### src/rtl/pass_req_pkg.sv
// State encoding and default timing constants shared by the pedestrian pass requester.
package pass_req_pkg;

    typedef enum logic [1:0] {
        ST_IDLE   = 2'd0,
        ST_ASSERT = 2'd1,
        ST_HOLD   = 2'd2
    } state_e;

    localparam int DEF_DEBOUNCE_CYC = 16;
    localparam int DEF_ACK_TO       = 256;
    localparam int DEF_HOLDOFF_CYC  = 2048;

endpackage

### src/rtl/btn_debounce.sv
// Button conditioning: 2-flop synchroniser, stability debouncer and a registered
// one-cycle pulse on each debounced rising edge.
module btn_debounce
    import pass_req_pkg::*;
#(
    parameter int DEBOUNCE_CYC = DEF_DEBOUNCE_CYC
) (
    input  logic clk,
    input  logic rst,
    input  logic btn,
    output logic req_evt
);

    localparam int DW = $clog2(DEBOUNCE_CYC) + 1;

    logic          sync1_q, sync2_q;
    logic          level_q, level_d;
    logic          evt_q, evt_d;
    logic [DW-1:0] dcnt_q, dcnt_d;

    // dcnt_q counts earlier consecutive disagreeing cycles; the current one completes the run.
    always_comb begin
        level_d = level_q;
        dcnt_d  = '0;
        evt_d   = 1'b0;
        if (sync2_q != level_q) begin
            if (dcnt_q == DW'(DEBOUNCE_CYC - 1)) begin
                level_d = sync2_q;
                evt_d   = sync2_q;
            end else begin
                dcnt_d = dcnt_q + DW'(1);
            end
        end
    end

    always_ff @(posedge clk or negedge rst) begin
        if (!rst) begin
            sync1_q <= 1'b0;
            sync2_q <= 1'b0;
            level_q <= 1'b0;
            dcnt_q  <= '0;
            evt_q   <= 1'b0;
        end else begin
            sync1_q <= btn;
            sync2_q <= sync1_q;
            level_q <= level_d;
            dcnt_q  <= dcnt_d;
            evt_q   <= evt_d;
        end
    end

    assign req_evt = evt_q;

endmodule

### src/rtl/pass_requester.sv
// Initiator side of the traffic-light pass interface: request FSM, shared cycle counter,
// pending flag and registered outputs. Optional wait-lamp blinking under PASS_LAMP_BLINK_EN.
module pass_requester
    import pass_req_pkg::*;
#(
    parameter int DEBOUNCE_CYC = DEF_DEBOUNCE_CYC,
    parameter int ACK_TO       = DEF_ACK_TO,
    parameter int HOLDOFF_CYC  = DEF_HOLDOFF_CYC,
    parameter int CNT_W        = 12
`ifdef PASS_LAMP_BLINK_EN
    ,
    parameter int BLINK_LOG2   = 6
`endif
) (
    input  logic clk,
    input  logic rst,
    input  logic btn,
    input  logic R,
    input  logic G,
    input  logic Y,
    output logic pass,
    output logic wait_lamp,
    output logic serviced,
    output logic timeout_err
);

    state_e             state_q, state_d;
    logic [CNT_W-1:0]   cnt_q, cnt_d, cnt_inc;
    logic               pending_q, pending_d;
    logic               pass_q, pass_d;
    logic               wait_q, wait_d;
    logic               serviced_q, serviced_d;
    logic               timeout_q, timeout_d;
    logic               req_evt, green_ok, req_active;

    btn_debounce #(.DEBOUNCE_CYC(DEBOUNCE_CYC)) u_debounce (
        .clk     (clk),
        .rst     (rst),
        .btn     (btn),
        .req_evt (req_evt)
    );

    // Lamp combinations other than pure green (e.g. G with Y during a fault) do not acknowledge.
    assign green_ok = G & ~R & ~Y;
    assign cnt_inc  = (&cnt_q) ? cnt_q : cnt_q + CNT_W'(1);

    always_ff @(posedge clk or negedge rst) begin
        if (!rst) begin
            state_q    <= ST_IDLE;
            cnt_q      <= '0;
            pending_q  <= 1'b0;
            pass_q     <= 1'b0;
            wait_q     <= 1'b0;
            serviced_q <= 1'b0;
            timeout_q  <= 1'b0;
        end else begin
            state_q    <= state_d;
            cnt_q      <= cnt_d;
            pending_q  <= pending_d;
            pass_q     <= pass_d;
            wait_q     <= wait_d;
            serviced_q <= serviced_d;
            timeout_q  <= timeout_d;
        end
    end

    always_comb begin
        state_d   = state_q;
        cnt_d     = cnt_inc;
        pending_d = pending_q;
        case (state_q)
            ST_IDLE: begin
                cnt_d     = '0;
                pending_d = 1'b0;
                if (req_evt) begin
                    state_d = ST_ASSERT;
                end
            end
            ST_ASSERT: begin
                if (green_ok || (cnt_q == CNT_W'(ACK_TO - 1))) begin
                    state_d = ST_HOLD;
                    cnt_d   = '0;
                end
            end
            ST_HOLD: begin
                // A press on the expiry cycle itself still counts as pending.
                pending_d = pending_q | req_evt;
                if (cnt_q == CNT_W'(HOLDOFF_CYC - 1)) begin
                    state_d   = pending_d ? ST_ASSERT : ST_IDLE;
                    pending_d = 1'b0;
                    cnt_d     = '0;
                end
            end
            default: begin
                state_d   = ST_IDLE;
                cnt_d     = '0;
                pending_d = 1'b0;
            end
        endcase
    end

`ifdef PASS_LAMP_BLINK_EN
    logic [BLINK_LOG2:0] blink_q, blink_d;
    logic                active_q;

    always_ff @(posedge clk or negedge rst) begin
        if (!rst) begin
            blink_q  <= '0;
            active_q <= 1'b0;
        end else begin
            blink_q  <= blink_d;
            active_q <= req_active;
        end
    end
`endif

    always_comb begin
        req_active = (state_d == ST_ASSERT) || ((state_d == ST_HOLD) && pending_d);
        pass_d     = (state_d == ST_ASSERT);
        serviced_d = (state_q == ST_ASSERT) && (state_d == ST_HOLD) && green_ok;
        timeout_d  = (state_q == ST_ASSERT) && (state_d == ST_HOLD) && !green_ok;
`ifdef PASS_LAMP_BLINK_EN
        // Restart the blink phase so the lamp is lit on the first pending cycle.
        blink_d = (req_active && !active_q) ? '0 : blink_q + {{BLINK_LOG2{1'b0}}, 1'b1};
        wait_d  = req_active && !blink_d[BLINK_LOG2];
`else
        wait_d  = req_active;
`endif
    end

    assign pass        = pass_q;
    assign wait_lamp   = wait_q;
    assign serviced    = serviced_q;
    assign timeout_err = timeout_q;

endmodule
### config.mk
export PLATFORM = sky130hd
export DESIGN_NAME = pass_requester
export DESIGN_NICKNAME = d
export VERILOG_FILES = /design/src/rtl/pass_req_pkg.sv /design/src/rtl/btn_debounce.sv /design/src/rtl/pass_requester.sv
export SDC_FILE = /design/constraint.sdc
export NUM_CORES = 1
export LEC_CHECK = 0
export ABC_AREA = 1
export CORE_MARGIN = 10
export CORE_UTILIZATION = 45
export CTS_CLUSTER_DIAMETER = 40
export DETAILED_ROUTE_END_ITERATION = 7
export GPL_ROUTABILITY_DRIVEN = 0
export HOLD_SLACK_MARGIN = 0.06
export PLACE_DENSITY = 0.66
export RECOVER_POWER = 50
export SKIP_CTS_REPAIR_TIMING = 1
export SYNTH_ARGS = -nofsm -noshare
export SYNTH_HDL_FRONTEND = slang
export SYNTH_SLANG_ARGS = --single-unit
### constraint.sdc
create_clock -name clk -period 1.5 [get_ports clk]
set_input_delay 0.15 -clock clk [delete_from_list [all_inputs] [get_ports clk]]
set_output_delay 0.15 -clock clk [all_outputs]
set_load 0.05 [all_outputs]
# After elaboration in Yosys (flattened, before gate mapping)
# Cells that the tools add are included.
dict set report classes {
  n_addsub 2
  n_eq_ne 8
  n_mux 15
  bitwise 5
  reduce_logical 10
}
# cell n
set ops {}
lappend ops {{$mux 12} 3}
lappend ops {{$pmux 12 s2} 1}
lappend ops {{$add 12x1->12 const B} 1}
lappend ops {{$eq 12x11->1 const B} 1}
lappend ops {{$eq 12x8->1 const B} 1}
lappend ops {{$reduce_and 12->1} 1}
lappend ops {{$mux 5} 2}
lappend ops {{$mux 2} 3}
lappend ops {{$pmux 2 s3} 1}
lappend ops {{$add 5x1->5 const B} 1}
lappend ops {{$eq 5x4->1 const B} 1}
lappend ops {{$eq 2x1->1 const B} 2}
lappend ops {{$eq 2x2->1 const B} 2}
lappend ops {{$logic_and 1x1->1} 4}
lappend ops {{$mux 1} 4}
lappend ops {{$and 1x1->1} 2}
lappend ops {{$logic_not 2->1} 1}
lappend ops {{$logic_or 1x1->1} 2}
lappend ops {{$not 1->1} 2}
lappend ops {{$pmux 1 s2} 1}
lappend ops {{$reduce_and 2->1} 1}
lappend ops {{$logic_not 1->1} 1}
lappend ops {{$ne 1x1->1} 1}
lappend ops {{$or 1x1->1} 1}
dict set report word_totals {
  ff_bits 28
  in_bits 6
  output_inout_bits 4
  wordCells 52
}

# Depth between registers and ports, before layout
dict set report depth {
  depth_word 9
  depth_mapped 11
  depth_no_buf 11
}

# Cells and area by module
# Synthesis repeated with hierarchy kept, for this count alone.
dict set report hier_totals {
  hier_cells 172
  hier_area_um2 1462.7
}
# module instances cells_each area_per_inst_um2
set by_module_without_submodules {}
lappend by_module_without_submodules {pass_requester 1 134 1107.3}
lappend by_module_without_submodules {btn_debounce 1 38 355.3}

# Worst setup path after synthesis
# OpenSTA, ideal clock, no wires.
dict set report synth_path {
  path_type {register to register}
  from {register cnt_q[0]}
  to {register cnt_q[8]}
  arrival_time_ns 1.376
  t_required_ns 1.406
  setup_slack_ns 0.031
  path_stages_with_launch 10
  n_path_buf 1
  period_less_slack_ns 1.469
  path_cell_list {dfrtp_1 -> ha_1 -> nand2_1 -> nor2_4 -> nand3_1 -> nand2_1 -> nand2_1 -> nand2_1 -> buf_4 -> a211oi_1}
}
dict set report synth_between {
  elab_chain_cells 4
}
# item line_no
set synth_rtl {}
lappend synth_rtl {{start: declaration} pass_requester.sv:28} ;# logic [CNT_W-1:0] cnt_q, cnt_d, cnt_inc;
lappend synth_rtl {{start signal: assignment} pass_requester.sv:58} ;# cnt_q <= cnt_d;
lappend synth_rtl {{$add 12x1->12, or another cell as far along} pass_requester.sv:45} ;# assign cnt_inc = (&cnt_q) ? cnt_q : cnt_q + CNT_W'(1);
lappend synth_rtl {{$mux 12 / $logic_or 1x1->1 (equally long branches)} {pass_requester.sv:45, pass_requester.sv:80}}
lappend synth_rtl {{$mux 12 (on tied branches)} {pass_requester.sv:88, pass_requester.sv:80}}
lappend synth_rtl {{$pmux 12 s2 (*)} pass_requester.sv:71} ;# case (state_q)
lappend synth_rtl {{net cnt_d[8]} pass_requester.sv:28}
# The timed path passes the listed nets; every way through them passes the cells marked *.
# A chain may end at the register's enable or synchronous reset.

# Worst setup path in the final report
dict set report layout_path {
  from {register cnt_q[0]}
  to {register wait_q (netlist: wait_lamp)}
}
dict set report layout_between {
  elab_chain_cells 7
}
# item line_no
set layout_rtl {}
lappend layout_rtl {{$eq 12x8->1} pass_requester.sv:80} ;# if (green_ok || (cnt_q == CNT_W'(ACK_TO - 1))) begin
lappend layout_rtl {{$logic_or 1x1->1} pass_requester.sv:80}
lappend layout_rtl {{$mux 2} pass_requester.sv:80}
lappend layout_rtl {{$pmux 2 s3 (*)} pass_requester.sv:71}
lappend layout_rtl {{net state_d[1]} pass_requester.sv:27} ;# state_e state_q, state_d;
lappend layout_rtl {{$eq 2x2->1} pass_requester.sv:118} ;# req_active = (state_d == ST_ASSERT) || ((state_d == ST_HOLD) && pending_d);
lappend layout_rtl {{$logic_and 1x1->1} pass_requester.sv:118}
lappend layout_rtl {{$logic_or 1x1->1 (*)} pass_requester.sv:118}
lappend layout_rtl {{net req_active} pass_requester.sv:34} ;# logic req_evt, green_ok, req_active;
lappend layout_rtl {{end signal: assignment} pass_requester.sv:61} ;# wait_q <= wait_d;
lappend layout_rtl {{end: declaration} pass_requester.sv:31} ;# logic wait_q, wait_d;
# Marks and branches as above.

==> results.tsv <==
metric	value	unit
status	finished with violations	
violations	negative setup slack	
drc	0	
dr.first_iter.drc_count	40	
clk_pin_slew	0.15	ns
yosysTopAreaCell	dfrtp_1	
fin_total_pwr	1.500	mW
cp_num_buf_inv	1	
required	1.73	ns
grt_use_total	0.08832	
critPathKind	reg -> reg	
routed_via_density	4.705	
tightest_slew	0.6869	ns
cpPeakStageDelay	0.39	ns
timing.rr.start	cnt_q[0]	
synth_top_area_share	0.4925	
post_drt_wl_per_cell	11.12	um
regToRegEndpoint	wait_lamp	
hpwl	1968	um
core_area	3028	um^2
start_util	0.4698	
synth_seq_cells	28	
worstSkewPairLatency	0.32	ns
worstPathArrival	1.78	ns
setup_viol	15	
clk_path_buf_depth	2	
r2r_setup_slack	-0.05	ns
ir_worst_vdd	0.0005781	V
max_slew_margin	0.5420	
vias	1134	
clkSinkCount	28	
clock-root-buffer	clkbuf_4	
cp_common_cell	nand2_1	
yosysWarnings	0	
grt_pass1_wl	4491	um
max_freq	643.6	MHz
slowest_stage	dfrtp_1	
path_delay_family	simple AND/OR/NAND/NOR gates	
ios	10	
critPathCaptureType	flip-flop	
yosys-top-cells-area	dfrtp_1, nand2_1, nor2_1, inv_1, ha_1	
drt-pass1-iter-count	4	
port_buffers	9	
finalHoldViolations	0	
p_leak	0.8425	nW
rsz0062_at_grt	true	
grt_max_degree	29	
drv_slew	0	
drive_above_1_share	0.2386	
ys_types	22	
ys_seq_area_frac	0.4925	
fin_ws	-0.05371	ns
first_global_vias	1076	
layout_common_cells	nand2_1, nor2_1, dfrtp_1	
synthCells	170	
die_h	76.23	um
period_minus_slack	1.554	ns
htreeDepth	1	
wirelength	2681	um
cts_tree	built	
syn_avg_cell_area	8.368	um^2
p_per_area	853.7	nW/um^2
crit_chain	ha_2 -> nand2_2 -> nor2_4 -> nand3_2 -> nand2_1 -> a21oi_1 -> nor2_4 -> inv_1 -> nand2_1 -> nand2_1	
fin_crit_sh	1.036	
place_ws	-0.05199	ns
skew	0.005858	ns
die_w	76.23	um
max-cap-violations	0	
antenna_found_initial	0	
die_area	5810	um^2
syn_nets	182	
syn_area	1423	um^2
nFillCells	272	
std_cell_rows	20	
ant_nets	0	
area_growth	23.48	%
cp-start-kind	flip-flop	
grt-ovfl-total	0	
final_nets	210	
diodes	0	
hp-class	in -> async	
crit_fanout	6	
r2r_cells	10	
cts_buffers	3	
==> per-layer routing <==
layer,vias to the layer above,part of all wire,global-route usage,routed length [um]
li1,590,-,-,-
met1,533,0.44,0.1050,1189
met2,7,0.53,0.1573,1421
met3,4,0.017,0.01651,46
met4,0,0.0086,0.02416,23
met5,-,0,0,0
==> report_power, final <==
part           total [mW]  internal (mW)  switching [mW]
clock               0.361          0.148           0.213
combinational       0.327          0.119           0.209
sequential          0.811          0.790          0.0211
total                1.50           1.06           0.443
==> state kept, by name, indices dropped and copies added (netlist names) <==
signal	cells
pending_q	1
state_q	2
u_debounce.dcnt_q	5
u_debounce.sync1_q	1
cnt_q	12
u_debounce.req_evt	1
u_debounce.level_q	1
wait_lamp	1
timeout_err	1
pass	1
serviced	1
u_debounce.sync2_q	1
==> logic make-up (layout without fill, tap and decap cells) <==
| logic type | after synthesis | count (layout) | synth area share |
|---|---|---|---|
| and+or+nand+nor | 91 | 91 | 0.2911 |
| DFF | 28 | 28 | 0.4925 |
| buffers and inverters | 22 | 49 | 0.06069 |
| AOI/OAI and AO/OA | 17 | 17 | 0.06508 |
| adders and majority gates | 6 | 6 | 0.05277 |
| xor gates and xnor gates | 5 | 5 | 0.03078 |
| muxes | 1 | 1 | 0.007036 |
==> per-stage QoR <==
step           setup TNS, ns  instances  utilization  cell area [um^2]  hold slack, ns
2_1_floorplan              0        170            -              1423         -0.1456
3_3_place_gp               0        232       0.5368              1625          0.3468
3_5_place_dp         -0.3012        232       0.5368              1625          0.3365
4_1_cts              -0.6768        236       0.5488              1662          0.1827
5_1_grt               -2.339        241       0.5802              1757          0.3509
6_report             -0.3469        241       0.5802              1757          0.3673
==> Yosys cell counts <==
master	instances
a21oi_1	6
nor2_1	29
nand2_1	34
xor2_1	4
o21ai_0	9
inv_1	21
ha_1	6
nor3b_2	1
nor2_4	2
xnor2_1	1
nor2_2	4
o211a_1	1
mux2i_1	1
nand4_1	2
nand3_1	11
nand2_2	2
or2_2	2
nor3_1	3
buf_4	1
nand3_2	1
dfrtp_1	28
a211oi_1	1
==> final cells by class <==
type | instances | area [um^2] | share of cell area
timing repair buffer | 24 | 190.2 | 0.1083
clock buffer | 4 | 36.28 | 0.02066
inverter | 21 | 78.83 | 0.04487
tap | 44 | 55.05 | 0.03134
multi-input combinational | 120 | 695.7 | 0.3960
sequential | 28 | 700.7 | 0.3989
==> how the worst max path moves through the flow <==
stage | start | to | slack (ns) | cells after the start
floorplan | cnt_q[0] | cnt_q[8] | 0.03 | 9
global placement | cnt_q[0] | cnt_q[8] | 0.02 | 9
detailed placement | cnt_q[0] | cnt_q[0] | -0.05 | 8
CTS | cnt_q[0] | cnt_q[0] | -0.08 | 8
global route | cnt_q[0] | wait_lamp | -0.18 | 10
finish | cnt_q[0] | wait_lamp | -0.05 | 10
Note: power is estimated with default switching activity, not from simulation.
